`config.mk`:
```
export PLATFORM = sky130hd
export DESIGN_NAME = seg_scan_controller
export DESIGN_NICKNAME = d
export VERILOG_FILES = /design/src/rtl/seg_scan_controller.sv
export SDC_FILE = /design/constraint.sdc
export NUM_CORES = 1
export LEC_CHECK = 0
export CAP_MARGIN = 20
export CORE_MARGIN = 2
export CORE_UTILIZATION = 59
export DETAILED_ROUTE_END_ITERATION = 7
export PLACE_DENSITY = 0.94
export SYNTH_ARGS = -nofsm -noshare
export SYNTH_HDL_FRONTEND = slang
export SYNTH_SLANG_ARGS = --single-unit
```
`constraint.sdc`:
```
create_clock -name CLK -period 4.2 [get_ports CLK]
set_input_delay 0.63 -clock CLK [delete_from_list [all_inputs] [get_ports CLK]]
set_output_delay 0.63 -clock CLK [all_outputs]
set_load 0.01 [all_outputs]
```
`src/rtl/seg_scan_controller.sv`:
```
// Multiplexed 7-segment scan controller: blank/show slot sequencing per digit, optional
// leading-zero suppression, and a double-buffered display that only changes at frame end.
module seg_scan_controller #(
    parameter int unsigned NUM_DIGITS   = 4,
    parameter int unsigned PRESCALE     = 1000,
    parameter int unsigned BLANK_CYCLES = 16
) (
    input  logic                    CLK,
    input  logic                    RSTN,
    input  logic                    LOAD,
    input  logic [4*NUM_DIGITS-1:0] DATA_IN,
    input  logic                    LZ_EN,
    output logic [3:0]              SEG_VAL,
    output logic [NUM_DIGITS-1:0]   DIG_EN,
    output logic                    LOAD_PENDING,
    output logic                    FRAME_DONE
);

    localparam int unsigned CntMax = (PRESCALE > BLANK_CYCLES) ? PRESCALE : BLANK_CYCLES;
    localparam int unsigned CntW   = $clog2(CntMax);
    localparam int unsigned IdxW   = $clog2(NUM_DIGITS);

    localparam logic [3:0]      CodeBlank = 4'hA;
    localparam logic [CntW-1:0] ShowLast  = CntW'(PRESCALE - 1);
    localparam logic [CntW-1:0] BlankLast = CntW'(BLANK_CYCLES - 1);
    localparam logic [IdxW-1:0] IdxLast   = IdxW'(NUM_DIGITS - 1);

    typedef enum logic {StBlank, StShow} state_e;

    state_e                  state_q, state_d;
    logic [CntW-1:0]         cnt_q, cnt_d;
    logic [IdxW-1:0]         idx_q, idx_d;
    logic                    supp_q, supp_d;
    logic [4*NUM_DIGITS-1:0] disp_q, disp_d;
    logic [4*NUM_DIGITS-1:0] pend_q, pend_d;
    logic                    pending_q, pending_d;
    logic [NUM_DIGITS-1:0]   dig_en_q, dig_en_d;
    logic                    frame_done_q;
    logic                    frame_end;

    logic [3:0]              code [NUM_DIGITS];
    logic [NUM_DIGITS-1:0]   zero_above;
    logic                    all_zero;

    // zero_above[i]: digits NUM_DIGITS-1..i are all zero; bit 0 stays clear so digit 0 always shows
    always_comb begin
        all_zero   = 1'b1;
        zero_above = '0;
        for (int i = 0; i < NUM_DIGITS; i++) begin
            code[i] = disp_q[4*i +: 4];
        end
        for (int i = NUM_DIGITS - 1; i >= 1; i--) begin
            all_zero      = all_zero & (disp_q[4*i +: 4] == 4'h0);
            zero_above[i] = all_zero;
        end
    end

    always_comb begin
        state_d   = state_q;
        cnt_d     = cnt_q + 1'b1;
        idx_d     = idx_q;
        supp_d    = supp_q;
        frame_end = 1'b0;
        unique case (state_q)
            StBlank: begin
                if (cnt_q == BlankLast) begin
                    state_d = StShow;
                    cnt_d   = '0;
                    // Suppression is frozen at SHOW entry so a mid-slot LZ_EN change cannot glitch
                    supp_d  = LZ_EN & zero_above[idx_q];
                end
            end
            StShow: begin
                if (cnt_q == ShowLast) begin
                    state_d   = StBlank;
                    cnt_d     = '0;
                    frame_end = (idx_q == IdxLast);
                    idx_d     = (idx_q == IdxLast) ? '0 : idx_q + 1'b1;
                end
            end
            default: begin
                state_d = StBlank;
            end
        endcase
    end

    always_comb begin
        disp_d    = disp_q;
        pend_d    = pend_q;
        pending_d = pending_q;
        if (frame_end) begin
            if (LOAD) begin
                disp_d = DATA_IN;
            end else if (pending_q) begin
                disp_d = pend_q;
            end
            pending_d = 1'b0;
        end else if (LOAD) begin
            pend_d    = DATA_IN;
            pending_d = 1'b1;
        end
    end

    // Enable is registered one cycle behind SEG_VAL to line up with the decoder's output register
    always_comb begin
        dig_en_d = '0;
        if (state_q == StShow && !supp_q) begin
            dig_en_d = NUM_DIGITS'(1) << idx_q;
        end
    end

    always_ff @(posedge CLK) begin
        if (!RSTN) begin
            state_q      <= StBlank;
            cnt_q        <= '0;
            idx_q        <= '0;
            supp_q       <= 1'b0;
            disp_q       <= {NUM_DIGITS{CodeBlank}};
            pend_q       <= '0;
            pending_q    <= 1'b0;
            dig_en_q     <= '0;
            frame_done_q <= 1'b0;
        end else begin
            state_q      <= state_d;
            cnt_q        <= cnt_d;
            idx_q        <= idx_d;
            supp_q       <= supp_d;
            disp_q       <= disp_d;
            pend_q       <= pend_d;
            pending_q    <= pending_d;
            dig_en_q     <= dig_en_d;
            frame_done_q <= frame_end;
        end
    end

    assign SEG_VAL      = (state_q == StShow && !supp_q) ? code[idx_q] : CodeBlank;
    assign DIG_EN       = dig_en_q;
    assign LOAD_PENDING = pending_q;
    assign FRAME_DONE   = frame_done_q;

endmodule

```
==> impl_metrics.tcl <==
set metrics [dict create \
    relSlewSlack_pct 58.6 \
    tns_ns 0 \
    ctsHoldBuffers 0 \
    status "completed" \
    syn_inst 245 \
    clk_latency_ns 0.31 \
    p_per_area_mw_per_mm2 309 \
    synth_edf_count 0 \
    cts_tree "yes" \
    crit_arrival_ns 2.21 \
    dieHeight_um 67.5 \
    pre_cts_ws_ns 1.71 \
    swShare_pct 22.8 \
    hpwl_um 3500 \
    fillers 290 \
    total_power_mw 0.852 \
    top_layer "met4" \
    syn-num-nets 267 \
    fin_nets 292 \
    post_cts.repair.setup_buffers 0 \
    crit_chain "mux4_2 -> nand2b_1 -> clkdlybuf4s50_1" \
    cts_max_path_buffers 2 \
    peakVddDrop_uv 266 \
    async_flop_share_pct 0 \
    drive_gt1_share_pct 12.6 \
    ys.warnings.count 0 \
    fin_crit_ns 2.84 \
    internal_power_mw 0.658 \
    worst_pin_slew_ns 0.619 \
    routabilityCongestion 0.798 \
    pwr-share-comb_pct 8.5 \
    firstDrtPassIters 4 \
    grt_pass1_vias 1854 \
    num_io_pins 30 \
    wl_per_cell_um 15.0 \
    core_mm2 0.00394 \
    hp-class "flip-flop to flip-flop" \
    final_util_pct 69.9 \
    worstSetupPathType "flip-flop to output pin" \
    routed_wirelength_um 4800 \
    drt_drc_violations_left 0 \
    cts_resized 0 \
    n_antenna_cell 0 \
    portBuffers 29 \
    setup_viol 0 \
    final_max_slew_viol_count 0 \
    placed_cells 313 \
    critPathTopFamily "flip-flops" \
    crit_slowest_cell "dfxtp_1" \
    synth.top_cells.by_area "dfxtp_1, mux2i_1, mux2_2" \
    p_sw_mw 0.194 \
    end_kind "output pin" \
    required_ns 3.57 \
    cts_root_buf "clkbuf_8" \
    die_area_mm2 0.00456 \
    viasPerCell 5.64 \
    die_w_um 67.5 \
    final_cells 320 \
    ys_seq_elements 52 \
    fmax_mhz 352 \
    rsz0062_at_grt "false" \
    synth_cell_types 37 \
    critPathLaunchType "flip-flop" \
    cts_sinks 52 \
    ant_nets 0 \
    seqPwrFrac_pct 60.1 \
    leakagePower_nw 0.949 \
    synthFlopType "dfxtp_1" \
    synth_top_area_share_pct 43.7 \
    area_growth_pct 15.7 \
    critPathBufInv 1 \
    syn_area_mm2 0.00238 \
    path_max_fanout 12 \
    antenna_found_initial 0 \
    htreeDepth 2 \
    clock_power_share_pct 31.4 \
    met3_length_um 118 \
    drtIter0Drc 64 \
    start_util_pct 60.4 \
    grt_max_degree 41 \
    hold_viol_final 0 \
    seq_area_frac_synth_pct 43.7 \
    slowest_delay_ns 0.66 \
    vias 1806 \
    wl_met2_um 2460 \
    grt_first_pass_wirelength_um 8090 \
    finalCritPeriodShare_pct 67.7 \
    wl_met1_um 1990 \
    clock_skew_ns 0.00519 \
    synth_largest_area_cell "dfxtp_1" \
    finalInstanceArea_mm2 0.00275 \
    avgSynthCellArea_um2 9.71 \
    gr-total-overflow 0 \
    cts_buffers 5 \
    maxCapViolCount 0 \
    setup_ws_ns 1.36 \
    placed_area_mm2 0.00268 \
    clk_pin_slew_ns 0.09 \
    grtUsageTotal_pct 24.1 \
    rows 23 \
    hold-worst-slack_ns 0.454 \
]
## layout make-up
class,count,area (um^2),area share (%)
well taps,50,62.6,2.27
repair buffers,33,320,11.6
inverters,3,11.3,0.409
clock buffers,6,72.6,2.64
multi-input cells,175,1240,45.1
flip-flops and latches,52,1040,37.8
clock inverters,1,5.00,0.182
## registers in the layout, summed over array words and instances, names as in the netlist
name          flops
cnt_q            10
state_q           1
pend_q           16
FRAME_DONE        1
LOAD_PENDING      1
idx_q             2
disp_q           16
DIG_EN            4
supp_q            1
## Yosys cell counts, types with 2 or more instances
cell type	n
xor2_1	3
nor4_1	4
and2_1	2
o21ai_0	18
and3_1	2
nand4_1	2
xnor2_1	5
mux2i_1	18
nor3_1	6
mux2_2	16
clkbuf_1	8
dfxtp_1	52
nand2b_1	3
buf_6	2
mux4_2	4
nor2b_1	11
nand3_1	24
nor2_1	15
inv_1	3
nand2_1	29
ha_1	2
## logic make-up after synthesis
group	share of synthesized area [%]
compound gates	5.99
xor+xnor	2.94
fa+ha+maj	1.05
buf+inv	4.57
flops	43.7
mux	18.9
simple gates	22.8
## metal layers
metal	track usage, %	up-vias
met5	0	-
met4	16.1	0
met3	4.33	23
met2	41.9	38
met1	26.6	842
li1	-	903
## worst paths after layout
| check | start | endpoint | slack, ns | cells past startpoint |
|---|---|---|---|---|
| setup reg to reg | idx_q[0] | pend_q[1] | 2.12 | 6 |
| hold reg to reg | cnt_q[0] | cnt_q[0] | 0.45 | 1 |
| hold / removal | cnt_q[0] | cnt_q[0] | 0.45 | 1 |
| setup / recovery | idx_q[0] | SEG_VAL[3] | 1.36 | 3 |
## layout by cell type (no fill, tap or decap), drive strengths merged
master / Yosys / layout
and4: 1 / 1
nor2b: 11 / 11
nor2: 15 / 15
inv: 3 / 3
xor2: 3 / 3
buf: 6 / 4
and3: 2 / 2
nor4: 5 / 5
nand2: 29 / 29
a31o: 1 / 1
nand3: 24 / 24
nand3b: 1 / 1
o211ai: 1 / 1
a21boi: 1 / 1
clkbuf: 9 / 6
a211oi: 1 / 1
a21oi: 1 / 1
clkinv: 0 / 1
mux2i: 18 / 18
nand4bb: 2 / 2
o21ai: 18 / 18
nor3: 6 / 6
nand4: 2 / 2
nand2b: 3 / 3
mux4: 4 / 4
ha: 2 / 2
and2: 2 / 2
xnor2: 5 / 5
mux2: 16 / 16
dfxtp: 52 / 52
o41ai: 1 / 1
clkdlybuf4s50: 0 / 29
## worst reg2reg max path, stage by stage (launching register included)
cell	delay (ns)
dfxtp_1	0.66
ha_1	0.33
inv_1	0.09
o41ai_4	0.33
buf_4	0.33
nand3_1	0.13
o21ai_0	0.12
## power groups by stage
| stage | sequential, mW | combinational, mW | clock [mW] |
|---|---|---|---|
| 4_1_cts | 0.512 | 0.0729 | 0.269 |
| 3_3_place_gp | 0.523 | 0.0698 | 0 |
| 2_1_floorplan | 0.522 | 0.0438 | 0 |
| 6_report | 0.512 | 0.0724 | 0.268 |
| 3_5_place_dp | 0.524 | 0.0723 | 0 |
| 5_1_grt | 0.514 | 0.0802 | 0.285 |
Power figures use the tool's default switching activity.
